`src/rtl/v8_bka_mul.sv`:
```
// ============================================================================
// Module   : v8_bka_mul
// Brief    : 8x8 unsigned Vedic multiplier with Brent-Kung adders, registered q
// Revision : 1.0
// ============================================================================
`default_nettype none

module v8_bka_add #(
  parameter int WIDTH = 8
) (
  input  logic [WIDTH-1:0] i_x,
  input  logic [WIDTH-1:0] i_y,
  output logic [WIDTH-1:0] o_sum,
  output logic             o_co
);
  localparam int TOP = 2 ** ($clog2(WIDTH) - 1);

  logic [WIDTH-1:0] w_p;
  logic [WIDTH-1:0] w_gg;
  logic [WIDTH-1:0] w_gp;

  // In-place prefix tree: the up-sweep leaves full prefixes at 2^k-1, the down-sweep fills the gaps.
  always_comb begin
    w_p  = i_x ^ i_y;
    w_gg = i_x & i_y;
    w_gp = w_p;
    for (int d = 1; d < WIDTH; d = d * 2) begin
      for (int i = 2 * d - 1; i < WIDTH; i = i + 2 * d) begin
        w_gg[i] = w_gg[i] | (w_gp[i] & w_gg[i-d]);
        w_gp[i] = w_gp[i] & w_gp[i-d];
      end
    end
    for (int d = TOP; d >= 1; d = d / 2) begin
      for (int i = 3 * d - 1; i < WIDTH; i = i + 2 * d) begin
        w_gg[i] = w_gg[i] | (w_gp[i] & w_gg[i-d]);
        w_gp[i] = w_gp[i] & w_gp[i-d];
      end
    end
  end

  assign o_sum = w_p ^ {w_gg[WIDTH-2:0], 1'b0};
  assign o_co  = w_gg[WIDTH-1];
endmodule

module v8_vedic2 (
  input  logic [1:0] i_a,
  input  logic [1:0] i_b,
  output logic [3:0] o_p
);
  logic w_c1;

  assign w_c1   = i_a[1] & i_b[0] & i_a[0] & i_b[1];
  assign o_p[0] = i_a[0] & i_b[0];
  assign o_p[1] = (i_a[1] & i_b[0]) ^ (i_a[0] & i_b[1]);
  assign o_p[2] = (i_a[1] & i_b[1]) ^ w_c1;
  assign o_p[3] = i_a[1] & i_b[1] & w_c1;
endmodule

module v8_vedic4 (
  input  logic [3:0] i_a,
  input  logic [3:0] i_b,
  output logic [7:0] o_p
);
  logic [3:0] w_ll, w_hl, w_lh, w_hh;
  logic [3:0] w_cross;
  logic       w_cross_co;
  logic [4:0] w_mid;
  logic [3:0] w_upper;
  logic       w_unused_mid_co, w_unused_upper_co;

  v8_vedic2 u_ll (.i_a(i_a[1:0]), .i_b(i_b[1:0]), .o_p(w_ll));
  v8_vedic2 u_hl (.i_a(i_a[3:2]), .i_b(i_b[1:0]), .o_p(w_hl));
  v8_vedic2 u_lh (.i_a(i_a[1:0]), .i_b(i_b[3:2]), .o_p(w_lh));
  v8_vedic2 u_hh (.i_a(i_a[3:2]), .i_b(i_b[3:2]), .o_p(w_hh));

  v8_bka_add #(.WIDTH(4)) u_cross (
    .i_x(w_hl), .i_y(w_lh), .o_sum(w_cross), .o_co(w_cross_co));
  v8_bka_add #(.WIDTH(5)) u_mid (
    .i_x({w_cross_co, w_cross}), .i_y({3'b000, w_ll[3:2]}),
    .o_sum(w_mid), .o_co(w_unused_mid_co));
  // Middle sum never exceeds 20, so its bits above 1 fold straight into the hi*hi term.
  v8_bka_add #(.WIDTH(4)) u_upper (
    .i_x({1'b0, w_mid[4:2]}), .i_y(w_hh), .o_sum(w_upper), .o_co(w_unused_upper_co));

  assign o_p = {w_upper, w_mid[1:0], w_ll[1:0]};
endmodule

module v8_bka_mul (
  input  logic        clk,
  input  logic        rst,
  input  logic [7:0]  a,
  input  logic [7:0]  b,
  output logic [15:0] q
);
  logic [7:0]  w_ll, w_hl, w_lh, w_hh;
  logic [7:0]  w_cross;
  logic        w_cross_co;
  logic [8:0]  w_mid;
  logic [7:0]  w_upper;
  logic        w_unused_mid_co, w_unused_upper_co;
  logic [15:0] w_prod;

  v8_vedic4 u_ll (.i_a(a[3:0]), .i_b(b[3:0]), .o_p(w_ll));
  v8_vedic4 u_hl (.i_a(a[7:4]), .i_b(b[3:0]), .o_p(w_hl));
  v8_vedic4 u_lh (.i_a(a[3:0]), .i_b(b[7:4]), .o_p(w_lh));
  v8_vedic4 u_hh (.i_a(a[7:4]), .i_b(b[7:4]), .o_p(w_hh));

  v8_bka_add #(.WIDTH(8)) u_cross (
    .i_x(w_hl), .i_y(w_lh), .o_sum(w_cross), .o_co(w_cross_co));
  v8_bka_add #(.WIDTH(9)) u_mid (
    .i_x({w_cross_co, w_cross}), .i_y({5'b00000, w_ll[7:4]}),
    .o_sum(w_mid), .o_co(w_unused_mid_co));
  // q[15:4] = mid + (hi*hi << 4); mid[3:0] passes through, so only the top part needs adding.
  v8_bka_add #(.WIDTH(8)) u_upper (
    .i_x({3'b000, w_mid[8:4]}), .i_y(w_hh), .o_sum(w_upper), .o_co(w_unused_upper_co));

  assign w_prod = {w_upper, w_mid[3:0], w_ll[3:0]};

  always_ff @(posedge clk or posedge rst) begin
    if (rst) begin
      q <= 16'h0000;
    end else begin
      q <= w_prod;
    end
  end
endmodule

`default_nettype wire

```
`config.mk`:
```
export PLATFORM = sky130hd
export DESIGN_NAME = v8_bka_mul
export DESIGN_NICKNAME = d
export VERILOG_FILES = /design/src/rtl/v8_bka_mul.sv
export SDC_FILE = /design/constraint.sdc
export NUM_CORES = 1
export LEC_CHECK = 0
export BUFFER_PORTS_ARGS = -buffer_cell sky130_fd_sc_hd__buf_2
export CAP_MARGIN = 40
export CORE_UTILIZATION = 60
export CTS_CLUSTER_DIAMETER = 120
export DETAILED_ROUTE_END_ITERATION = 7
export GPL_ROUTABILITY_DRIVEN = 0
export MAX_ROUTING_LAYER = met4
export PLACE_DENSITY = 0.93
export SKIP_LAST_GASP = 1
export SLEW_MARGIN = 20
export SYNTH_ARGS = -nofsm -noshare
export SYNTH_HDL_FRONTEND = slang
export SYNTH_SLANG_ARGS = --single-unit
```
`constraint.sdc`:
```
create_clock -name clk -period 0.8 [get_ports clk]
set_clock_uncertainty 0.15 [all_clocks]
set_input_delay 0 -clock clk [delete_from_list [all_inputs] [get_ports clk]]
set_output_delay 0 -clock clk [all_outputs]
set_load 0.02 [all_outputs]
```
==> metrics, run 1 <==
status=aborted with a tool error; stopping stage=global routing; First Err=[ERROR GRT-0116] Global routing finished with congestion. Check the congestion regions in the DRC Viewer.; Placed Area=between 4000 and 5000 sq um; PortBufs=33; Max clock buf depth=2; Rows=25; Mean Syn Cell Area=8.80 sq um; I/O pins=34; GRT overflow=25; cts bufs inserted=3; Synth Cell Area=3030 sq um; gr usage total=73.9%; Initial Util=between 60 and 70%; synth warn=0; largest net degree at the start of global routing=9; Root Driver=clkbuf_8; H-tree Lvls=1; vias in the first global route=4378; HPWL after DPL=8780 microns; Post-Synthesis Cells=around 340; Seq/Total Area, Yosys=13.2%; clk sinks=16; first-pass GRT wire length=between 20000 and 30000 microns; die height=73.0 microns; Synth Register Bits=16; syn nets=448; Distinct cells, synth=31; Die W=73.0 microns
## kinds of logic after synthesis
kind of cell / after synthesis / synth area share [%]
flip-flops: 16 / 13.2
adder cells (fa/ha/maj): 86 / 42.7
XOR/XNOR: 38 / 11.0
AND/OR/NAND/NOR: 118 / 19.5
AO/OA/AOI/OAI: 32 / 6.82
buffers and inverters: 54 / 6.70
## layer usage
layer  global-route usage (%)  overflow
met1                     71.5         0
met2                     89.2        14
met3                     55.7         0
met4                     76.0        11
met5                        -         -
## metrics by stage
step | cells | utilization, % | hold slack, ps | worst slack (ps) | TNS, ps
2_1_floorplan | 344 | - | -236 | -4460 | -40570
3_3_place_gp | 519 | 84.5 | -166 | -4740 | -45980
3_5_place_dp | 519 | 84.5 | -140 | -4960 | -48360
4_1_cts | 533 | 92.7 | 31.3 | -4650 | -45730
## synth_stat cells
| cell | n | share of area, % |
|---|---|---|
| nor3_1 | 1 | 0.17 |
| o31ai_1 | 3 | 0.74 |
| or4_1 | 1 | 0.25 |
| and2_1 | 32 | 6.6 |
| or3b_1 | 1 | 0.29 |
| and2_2 | 1 | 0.25 |
| o21ai_0 | 9 | 1.5 |
| nor2_1 | 18 | 2.2 |
| a21o_1 | 4 | 0.99 |
| xnor2_1 | 19 | 5.5 |
| nor4_1 | 3 | 0.62 |
| o21a_1 | 1 | 0.25 |
| or2_2 | 1 | 0.21 |
| nor3b_1 | 1 | 0.25 |
| a2111o_1 | 1 | 0.37 |
| o31ai_2 | 1 | 0.41 |
| o311ai_0 | 1 | 0.29 |
| o311a_1 | 1 | 0.33 |
| nand2b_1 | 2 | 0.41 |
| fa_1 | 29 | 19 |
| nor2b_1 | 8 | 1.7 |
| or3_1 | 1 | 0.21 |
| xor2_1 | 19 | 5.5 |
| and3_1 | 3 | 0.62 |
| ha_1 | 57 | 24 |
| a311oi_1 | 1 | 0.29 |
| dfrtp_1 | 16 | 13 |
| nor4b_1 | 1 | 0.29 |
| a21oi_1 | 10 | 1.7 |
| inv_1 | 54 | 6.7 |
| nand2_1 | 44 | 5.5 |
## repair_timing
action                                  in CTS
cloned                                       0
endpoints found under the hold margin       16
gates resized for setup                     75
setup buffers                               11
hold buffers                                 1
pin swaps                                   15
endpoints found under the setup margin      30
==> run 2, diff against run 1 <==
--- a/config.mk
+++ b/config.mk
@@ -7,12 +7,10 @@
 export LEC_CHECK = 0
 export BUFFER_PORTS_ARGS = -buffer_cell sky130_fd_sc_hd__buf_2
 export CAP_MARGIN = 40
-export CORE_UTILIZATION = 60
-export CTS_CLUSTER_DIAMETER = 120
+export CORE_UTILIZATION = 40
 export DETAILED_ROUTE_END_ITERATION = 7
 export GPL_ROUTABILITY_DRIVEN = 0
-export MAX_ROUTING_LAYER = met4
-export PLACE_DENSITY = 0.93
+export PLACE_DENSITY_LB_ADDON = 0.15
 export SKIP_LAST_GASP = 1
 export SLEW_MARGIN = 20
 export SYNTH_ARGS = -nofsm -noshare
==> run 2 against run 1 <==
  * The flow now finishes, with violations (hold timing, setup timing)
  * Synthesized cell count did not move
  * Synthesized area did not move
==> metrics, run 2 <==
leading area contributor after synthesis=ha_1; Synth top area share=23.6%; # fillers=614; Post-synth top flop=dfrtp_1; MaxCap Viol Count=0; Final Hold Fails=2; Distinct cells, synth=31; Mean Syn Cell Area=8.80 sq um; final wirelength=between 7000 and 8000 microns; first-pass GRT wire length=12200 microns; WP data required=780 ps; max reg flops=16; Post-synth EDFFs=0; Rows=31; Final Cycle Share=657%; RSZ-0062 raised after global routing=yes; clk sinks=16; gr usage total=20.0%; Sequential cell area=400 sq um; Worst Hold End=q[0]$_DFF_PP0_; Post-Synthesis Cells=around 340; Synth Cell Area=3030 sq um; final antenna-violating net count=0; number of DRC markers in iteration 0=41; Vias/cell=4.71; GRT overflow=0; CP Capture Type=flip-flop; Largest regs=q: 16 flops; ranking of synthesized cells by area=ha_1, fa_1, dfrtp_1; area grow syn2layout=58.0%; H-tree Lvls=1; pre-CTS setup slack=-4910 ps; total number of vias=between 2000 and 3000; CP max FO=7; # nets final=576; commonest non-fill, non-tap cell in the layout=buf_4; antenna violations before repair=0; Initial Util=41.5%; Biggest register=q; final setup margin=-4460 ps; failing checks=hold timing, setup timing; I/O pins=34; Setup Crit Path Kind=primary input to flip-flop; HPWL after DPL=6330 microns; DIE AREA=roughly 8000 sq um; ant diodes=0; Setup TNS Final=-43300 ps; Setup violations, final=30; Hold Path Depth=2; TritonCTS clock tree=yes; Final Critical Period=between 5000 and 6000 ps; CP peak stage delay=600 ps; worst-case vdd ir drop=1.36 mV; max-slew violations=0; Synth top cells by count=ha_1, inv_1, nand2_1; share of cells above drive strength 1=45.4%; WP data arrival=approximately 5200 ps; Leak=roughly 0.0024 uW; Max clock buf depth=2; drt drc=0; HP Class=primary input to flip-flop; footprint of the multi-input gates=between 2000 and 3000 sq um; Async SR Flop Fraction=100%; PwrDens=2170 nW/um^2; Root Driver=clkbuf_8; Die W=89.0 microns; status=finished with violations; PortBufs=33; Placed Area=4070 sq um; Least-Margin Pin Slew=345 ps; Worst path most repeated cell=ha_4; Finished Cell Area=4780 sq um; HP Start=b[0]; hold_ws=-154 ps; Core Area=roughly 7300 sq um; largest net degree at the start of global routing=17; Synth Register Bits=16; CTS Hold Buffers Added=1; synth warn=0; syn nets=448; top-count cell post-synth=ha_1; Slew headroom=approximately 77%; DRT Pass-1 Iters=4; slowest CP cell=fa_1; vias in the first global route=between 2000 and 3000; CP Cell Sequence=buf_12, and2_4, ha_4, inv_2, fa_2, inv_2, fa_1, ha_4, xnor2_4, xnor2_2, fa_1, ha_4, and3_4, a2111o_1, fa_2, ha_4, ha_4, a21o_1, a21o_1, a21oi_1, nor2b_1, ha_2, xor2_1, xnor2_1; crit start category=primary input; clk slew on worst S/H paths=60 ps; die height=89.0 microns; achievable clock frequency=between 0.15 and 0.2 GHz; per-cell routed wire length=~14 microns; Seq/Total Area, Yosys=13.2%; cts bufs inserted=3; most frequent cells in the layout=buf_4, inv_1, ha_1
## run 2: cell type report
class                   count  share of cell area [%]
inverters                  54                    4.24
flip-flops and latches     16                    8.37
clock buffers               4                    1.15
repair buffers            123                    23.6
well taps                  99                    2.59
multi-input cells         274                    60.0
## run 2: per-stage QoR
stage | util, % | power (uW) | cells
finish | 65.6 | 10400 | 570
global route | 65.6 | 11400 | 570
CTS | 62.1 | 9560 | 561
detailed placement | 55.8 | 7780 | 547
global placement | 55.8 | 7690 | 547
floorplan | - | 5480 | 344
## run 2: cell families after synthesis
| kind of cell | count (synthesis) | share of synthesized area (%) |
|---|---|---|
| simple gates | 118 | 19.5 |
| fa+ha+maj | 86 | 42.7 |
| buf+inv | 54 | 6.70 |
| xor+xnor | 38 | 11.0 |
| compound gates | 32 | 6.82 |
| flops | 16 | 13.2 |
## run 2: layer usage
| metal | wire, microns | vias to the layer above | GRT usage, % |
|---|---|---|---|
| met2 | 4020 | 36 | 36.1 |
| li1 | - | 1352 | - |
| met3 | 132 | 12 | 0.462 |
| met4 | 172 | 0 | 6.93 |
| met5 | 0 | - | 0 |
| met1 | 3450 | 1285 | 25.8 |
## run 2: worst max-delay path by stage
stage,startpoint,endpoint,cells past startpoint
floorplan,a[0],q[15]$_DFF_PP0_,22
global placement,b[6],q[15]$_DFF_PP0_,23
detailed placement,b[6],q[15]$_DFF_PP0_,24
CTS,a[0],q[15]$_DFF_PP0_,24
global route,b[0],q[15]$_DFF_PP0_,24
finish,b[0],q[15]$_DFF_PP0_,24
## run 2: critical path: cells and delay by family
family | cells | cell delay, ps
adders and majority gates | 10 | 3200
and+or+nand+nor | 3 | 350
AOI/OAI and AO/OA | 4 | 950
xor gates and xnor gates | 4 | 540
buffers and inverters | 3 | 190
## run 2: what timing repair did
action,in CTS,in global routing
hold endpoints to repair,18,2
endpoints found under the setup margin,30,30
resized for setup,90,44
setup buffers,9,10
pin swaps,22,29
## run 2: power by group
part	switching [uW]	total [uW]	internal, uW	leakage [uW]
Sequential	139	1340	1200	0.000192
Combinational	3680	8350	4670	0.00213
Clock	247	683	436	0.0000288
Total	4070	10400	6300	0.00235
Power figures use the tool's default switching activity.
==> run 3, diff against run 2 <==
--- a/config.mk
+++ b/config.mk
@@ -11,6 +11,7 @@
 export DETAILED_ROUTE_END_ITERATION = 7
 export GPL_ROUTABILITY_DRIVEN = 0
 export PLACE_DENSITY_LB_ADDON = 0.15
+export SETUP_SLACK_MARGIN = 0.3
 export SKIP_LAST_GASP = 1
 export SLEW_MARGIN = 20
 export SYNTH_ARGS = -nofsm -noshare
==> run 3 against run 2 <==
  * The flow still finishes with violations (hold timing, setup timing)
  * Global-route usage about the same
  * Final cell count down 0.88%
  * Critical path depth unchanged
  * Count of clock-buffer cells in the layout unchanged
  * Sequential power about the same
  * First-iteration DRC count down 15%
  * Clock power down 1%
  * Total power down 1.6%
  * Combinational power down 2%
  * Worst hold slack worse by 250 ps
  * Setup slack better by 10 ps
  * Die area unchanged
  * Highest routed layer unchanged
==> metrics, run 3 (same netlist as run 2, synthesis figures left out) <==
gr usage total=around 20%; ant diodes=0; Final Hold Fails=18; met2 wire len=3980 microns; Largest regs=q: 16 flops; TritonCTS clock tree=yes; Rows=31; top layer in use=met4; total number of vias=2673; Final Critical Period=around 5200 ps; Setup TNS Final=-43170 ps; final antenna-violating net count=0; area grow syn2layout=57.4%; Final Cycle Share=656%; H-tree Lvls=1; per-cell routed wire length=13.5 microns; Placed Area=4070 sq um; Vias/cell=4.73; share of cells above drive strength 1=45.5%; PwrDens=2140 nW/um^2; WP data required=slightly below 800 ps; Biggest register=q; Sequential cell area=400 sq um; Setup violations, final=30; final wirelength=between 7000 and 8000 microns; number of DRC markers in iteration 0=35; Setup Crit Path Kind=primary input to flip-flop; first-pass GRT wire length=12200 microns; MaxCap Viol Count=0; RSZ-0062 raised after global routing=yes; largest net degree at the start of global routing=17; # nets final=571; failing checks=hold timing, setup timing; metal3 WL=89 microns; Least-Margin Pin Slew=348 ps; Int Pwr=6170 uW; final setup margin=-4440 ps; hold_ws=-400 ps; achievable clock frequency=between 0.15 and 0.2 GHz; cts bufs inserted=3; DRT Pass-1 Iters=4; sw frac=roughly two fifths; switching pwr=4030 uW; pre-CTS setup slack=-4910 ps; HP Class=primary input to async pin; CP Capture Type=flip-flop; footprint of the multi-input gates=2880 sq um; Core Area=7290 sq um; Slew headroom=76.6%; clk slew on worst S/H paths=60 ps; Root Driver=clkbuf_8; max reg flops=16; Leak=~0.0023 uW; most frequent cells in the layout=buf_4, inv_1, ha_1; commonest non-fill, non-tap cell in the layout=buf_4; vias in the first global route=2689; Max clock buf depth=2; WP data arrival=5220 ps; antenna violations before repair=0; met1 WL=3410 microns; HPWL after DPL=~6300 microns; PortBufs=33; Finished Cell Area=4760 sq um; drt drc=0; status=finished with violations; sequential power share=13.2%; DIE AREA=7920 sq um; I/O pins=34; GRT overflow=0; Die W=89.0 microns; worst-case vdd ir drop=1.42 mV; CP max FO=7; die height=89.0 microns; clk sinks=16; max-slew violations=0; # fillers=608; clock share of power=6.6%; crit start category=primary input; Initial Util=41.5%; part of the power in combinational logic=about 80%
-- run 3: path summary, 6_finish.rpt --
path,start,end,slack (ps),cells after the start
worst max-delay path,b[0],q[15]$_DFF_PP0_,-4440,24
worst min-delay path,rst,q[6]$_DFF_PP0_,-400,3
max in group asynchronous,rst,q[14]$_DFF_PP0_,720,3
min in group clk,b[0],q[0]$_DFF_PP0_,-150,2
-- run 3: critical path, stage by stage --
cell and delay (ps):
buf_12 90, and2_4 150, ha_4 120, inv_2 40, fa_2 380, inv_2 60, fa_1 460, ha_4 210
xnor2_4 130, xnor2_2 160, fa_1 610, ha_4 230, and3_4 140, a2111o_1 450, fa_2 500, ha_4 180
xor2_2 170, ha_1 310, a21o_1 220, a21oi_2 120, nor2b_1 50, ha_2 160, xor2_1 140, xnor2_1 120
-- run 3: per-layer routing --
layer / up-vias / track usage [%]
li1: 1344 / -
met1: 1284 / 25.7
met3: 12 / 0.369
met2: 33 / 36.4
met5: - / 0
met4: 0 / 6.64
-- run 3: timing repair --
item,CTS,global route
buffers inserted,6,8
hold endpoints to repair,18,18
gates resized for setup,89,48
pin swaps,23,30
endpoints found under the setup margin,31,32
-- run 3: area by class of cell --
class	instances	share of cell area [%]
flip-flops and latches	16	8.40
repair buffers	118	23.2
well taps	99	2.60
clock buffers	4	1.16
inverters	54	4.25
multi-input cells	274	60.4
-- run 3: through the flow --
stage / power [uW] / utilization [%] / cells
after floorplan: 5480 / - / 344
after global placement: 7690 / 55.8 / 547
after detailed placement: 7780 / 55.8 / 547
after CTS: 9550 / 61.6 / 557
after global routing: 11200 / 65.3 / 565
final: 10200 / 65.3 / 565
-- run 3: power by group through the flow --
| stage | Combinational, uW | Clock, uW | Sequential [uW] |
|---|---|---|---|
| floorplan | 3760 | 0 | 1720 |
| global placement | 6420 | 0 | 1270 |
| detailed placement | 6510 | 0 | 1270 |
| CTS | 7510 | 696 | 1340 |
| global route | 9100 | 729 | 1380 |
| finish | 8190 | 675 | 1340 |
==> run 4, diff against run 3 <==
--- a/config.mk
+++ b/config.mk
@@ -5,6 +5,7 @@
 export SDC_FILE = /design/constraint.sdc
 export NUM_CORES = 1
 export LEC_CHECK = 0
+export ABC_AREA = 1
 export BUFFER_PORTS_ARGS = -buffer_cell sky130_fd_sc_hd__buf_2
 export CAP_MARGIN = 40
 export CORE_UTILIZATION = 40
==> run 4 against run 3 <==
  * The flow still finishes with violations (hold timing, setup timing)
  * Count of clock-buffer cells in the layout fell by 1
  * Routed wire length shrank 9.7%
  * Design area is 1.8% lower
  * Via count decreased by 1.9%
  * Total power shrank 2.6%
  * Critical endpoint unchanged
  * Highest routed layer unchanged
==> metrics, run 4 <==
failing checks=hold timing, setup timing; number of DRC markers in iteration 0=66; Final Hold Fails=16; most frequent cells in the layout=inv_1, nand2_1, buf_4; PortBufs=33; ant diodes=0; sequential power share=13.5%; leading area contributor after synthesis=ha_1; TritonCTS clock tree=yes; ranking of synthesized cells by area=ha_1, fa_1, dfrtp_1; Core Area=7410 sq um; gr usage total=18.4%; synth warn=0; Int Pwr=5680 uW; DIE AREA=8160 sq um; die height=roughly 90 microns; Initial Util=42.1%; multiplexer area fraction after synthesis=0%; Vias/cell=4.38; HPWL after DPL=a little under 6000 microns; largest net degree at the start of global routing=17; Final Cycle Share=594%; GRT overflow=0; achievable clock frequency=0.210 GHz; crit start category=primary input; final antenna-violating net count=0; Placed Area=slightly above 4000 sq um; clock share of power=5.6%; Setup violations, final=30; Worst path most repeated cell=ha_4; Final Critical Period=between 4000 and 5000 ps; Crit path depth=27; crit path capture=q[15]$_DFF_PP0_; final wirelength=6910 microns; MaxCap Viol Count=0; Setup Crit Path Kind=primary input to flip-flop; total number of vias=around 2600; Finished Cell Area=4680 sq um; adder-cell area share of the yosys netlist=between 40% and 50%; Leak=0.00253 uW; worst-case vdd ir drop=0.794 mV; antenna violations before repair=0; Distinct cells, synth=26; Root Driver=clkbuf_8; Async SR Flop Fraction=100%; WP data required=780 ps; top-count cell post-synth=inv_1; RSZ-0062 raised after global routing=yes; status=finished with violations; area grow syn2layout=49.9%; Biggest register=q; final setup margin=-3950 ps; cts bufs inserted=3; max reg flops=16; Post-synth top flop=dfrtp_1; Synth top area share=22.8%; Synth Area in Simple Gates=approximately 18%; Post-synth EDFFs=0; drt drc=0; Least-Margin Pin Slew=299 ps; clk sinks=16; Synth Cell Area=roughly 3100 sq um; Post-Synthesis Cells=411; commonest non-fill, non-tap cell in the layout=inv_1; # nets final=approximately 610; CP peak stage delay=around 600 ps; Synth Register Bits=16; HP Class=primary input to async pin; switching pwr=4270 uW; Synth Area in Compound Gates=4.81%; syn nets=a little over 500; # fillers=roughly 640; share of cells above drive strength 1=42.4%; part of the power in combinational logic=80.9%; I/O pins=34; Largest regs=q: 16 flops; Die W=90.3 microns; clk slew on worst S/H paths=50 ps; DRT Pass-1 Iters=4; largest family of logic cells by synthesized area=adder cells; WP data arrival=4730 ps; Seq/Total Area, Yosys=12.8%; Synth top cells by count=inv_1, nand2_1, ha_1; first-pass GRT wire length=12300 microns; Max clock buf depth=2; PwrDens=2120 nW/um^2; Worst Path Buf+Inv=5; vias in the first global route=2768; CP Capture Type=flip-flop; slowest CP cell=fa_2; CP delay by family, top=adder cells; per-cell routed wire length=about 12 microns; Slew headroom=80.0%; footprint of the multi-input gates=2770 sq um; max-slew violations=0; Setup crit start=b[4]; Mean Syn Cell Area=roughly 7.6 sq um; CP max FO=3; Sequential cell area=400 sq um; hold_ws=-399 ps; Post-Synth XOR/XNOR Area=7.82%; H-tree Lvls=1; sw frac=42.9%; overall power=9940 uW; Rows=31
-- run 4: cell types whose count changed after synthesis, sizes merged, moves of 4 or more --
cell   change
xnor2      -8
a22o       +4
nand3      +5
nor2      +11
inv       +51
nand2     +56
and2      -33
nor2b      -8
buf       +16
o31ai      -4
a21oi      -6
-- run 4: worst min path at each step --
stage	startpoint	to	slack, ps	cells past startpoint
final	rst	q[15]$_DFF_PP0_	-400	3
after global routing	rst	q[0]$_DFF_PP0_	-380	3
after CTS	rst	q[3]$_DFF_PP0_	-400	3
after detailed placement	rst	q[3]$_DFF_PP0_	-140	3
after global placement	rst	q[0]$_DFF_PP0_	-140	3
after floorplan	rst	q[0]$_DFF_PP0_	-240	1
-- run 4: layout make-up --
| cell class | instances | share of cell area [%] |
|---|---|---|
| inverter | 105 | 8.47 |
| multi-input combinational | 274 | 59.2 |
| clock buffer | 3 | 0.882 |
| timing repair buffer | 102 | 20.3 |
| sequential | 16 | 8.55 |
| tap | 99 | 2.65 |
-- run 4: per-stage QoR --
step | instances | TNS (ps) | hold WS (ps) | worst slack [ps] | util [%]
2_1_floorplan | 411 | -38440 | -236 | -4060 | -
5_1_grt | 599 | -41160 | -378 | -4150 | 63.2
3_3_place_gp | 587 | -42970 | -143 | -4270 | 55.4
3_5_place_dp | 587 | -43650 | -140 | -4360 | 55.4
6_report | 599 | -39430 | -399 | -3950 | 63.2
4_1_cts | 594 | -39610 | -398 | -3980 | 61.5
-- run 4: cell families (layout without fill, tap and decap cells) --
| family | count (synthesis) | count (layout) |
|---|---|---|
| flip-flops | 16 | 16 |
| XOR/XNOR | 27 | 27 |
| AO/OA/AOI/OAI | 24 | 24 |
| AND/OR/NAND/NOR | 137 | 137 |
| buffers and inverters | 121 | 210 |
| adder cells (fa/ha/maj) | 86 | 86 |
-- run 4: power groups by stage --
stage	clock network [uW]	registers (uW)	logic [uW]
floorplan	0	1710	4520
global placement	0	1260	6880
detailed placement	0	1270	7120
CTS	572	1340	8020
global route	607	1370	8980
finish	557	1340	8050
-- run 4: worst min-delay path: stages --
cell and delay, ps:
buf_2 90, inv_1 40, buf_4 220
-- run 4: timing repair --
action	CTS	global route
endpoints found under the hold margin	16	16
pin swaps	33	26
gates resized for setup	99	29
buffers inserted	4	5
setup endpoints to repair	32	31
-- run 4: routing by layer --
metal | vias to the layer above | global-route usage, % | share of wire (%)
li1 | 1397 | - | -
met5 | - | 0 | 0
met1 | 1193 | 23.1 | 46
met4 | 0 | 4.97 | 0.88
met3 | 4 | 0.505 | 1.2
met2 | 29 | 34.4 | 52
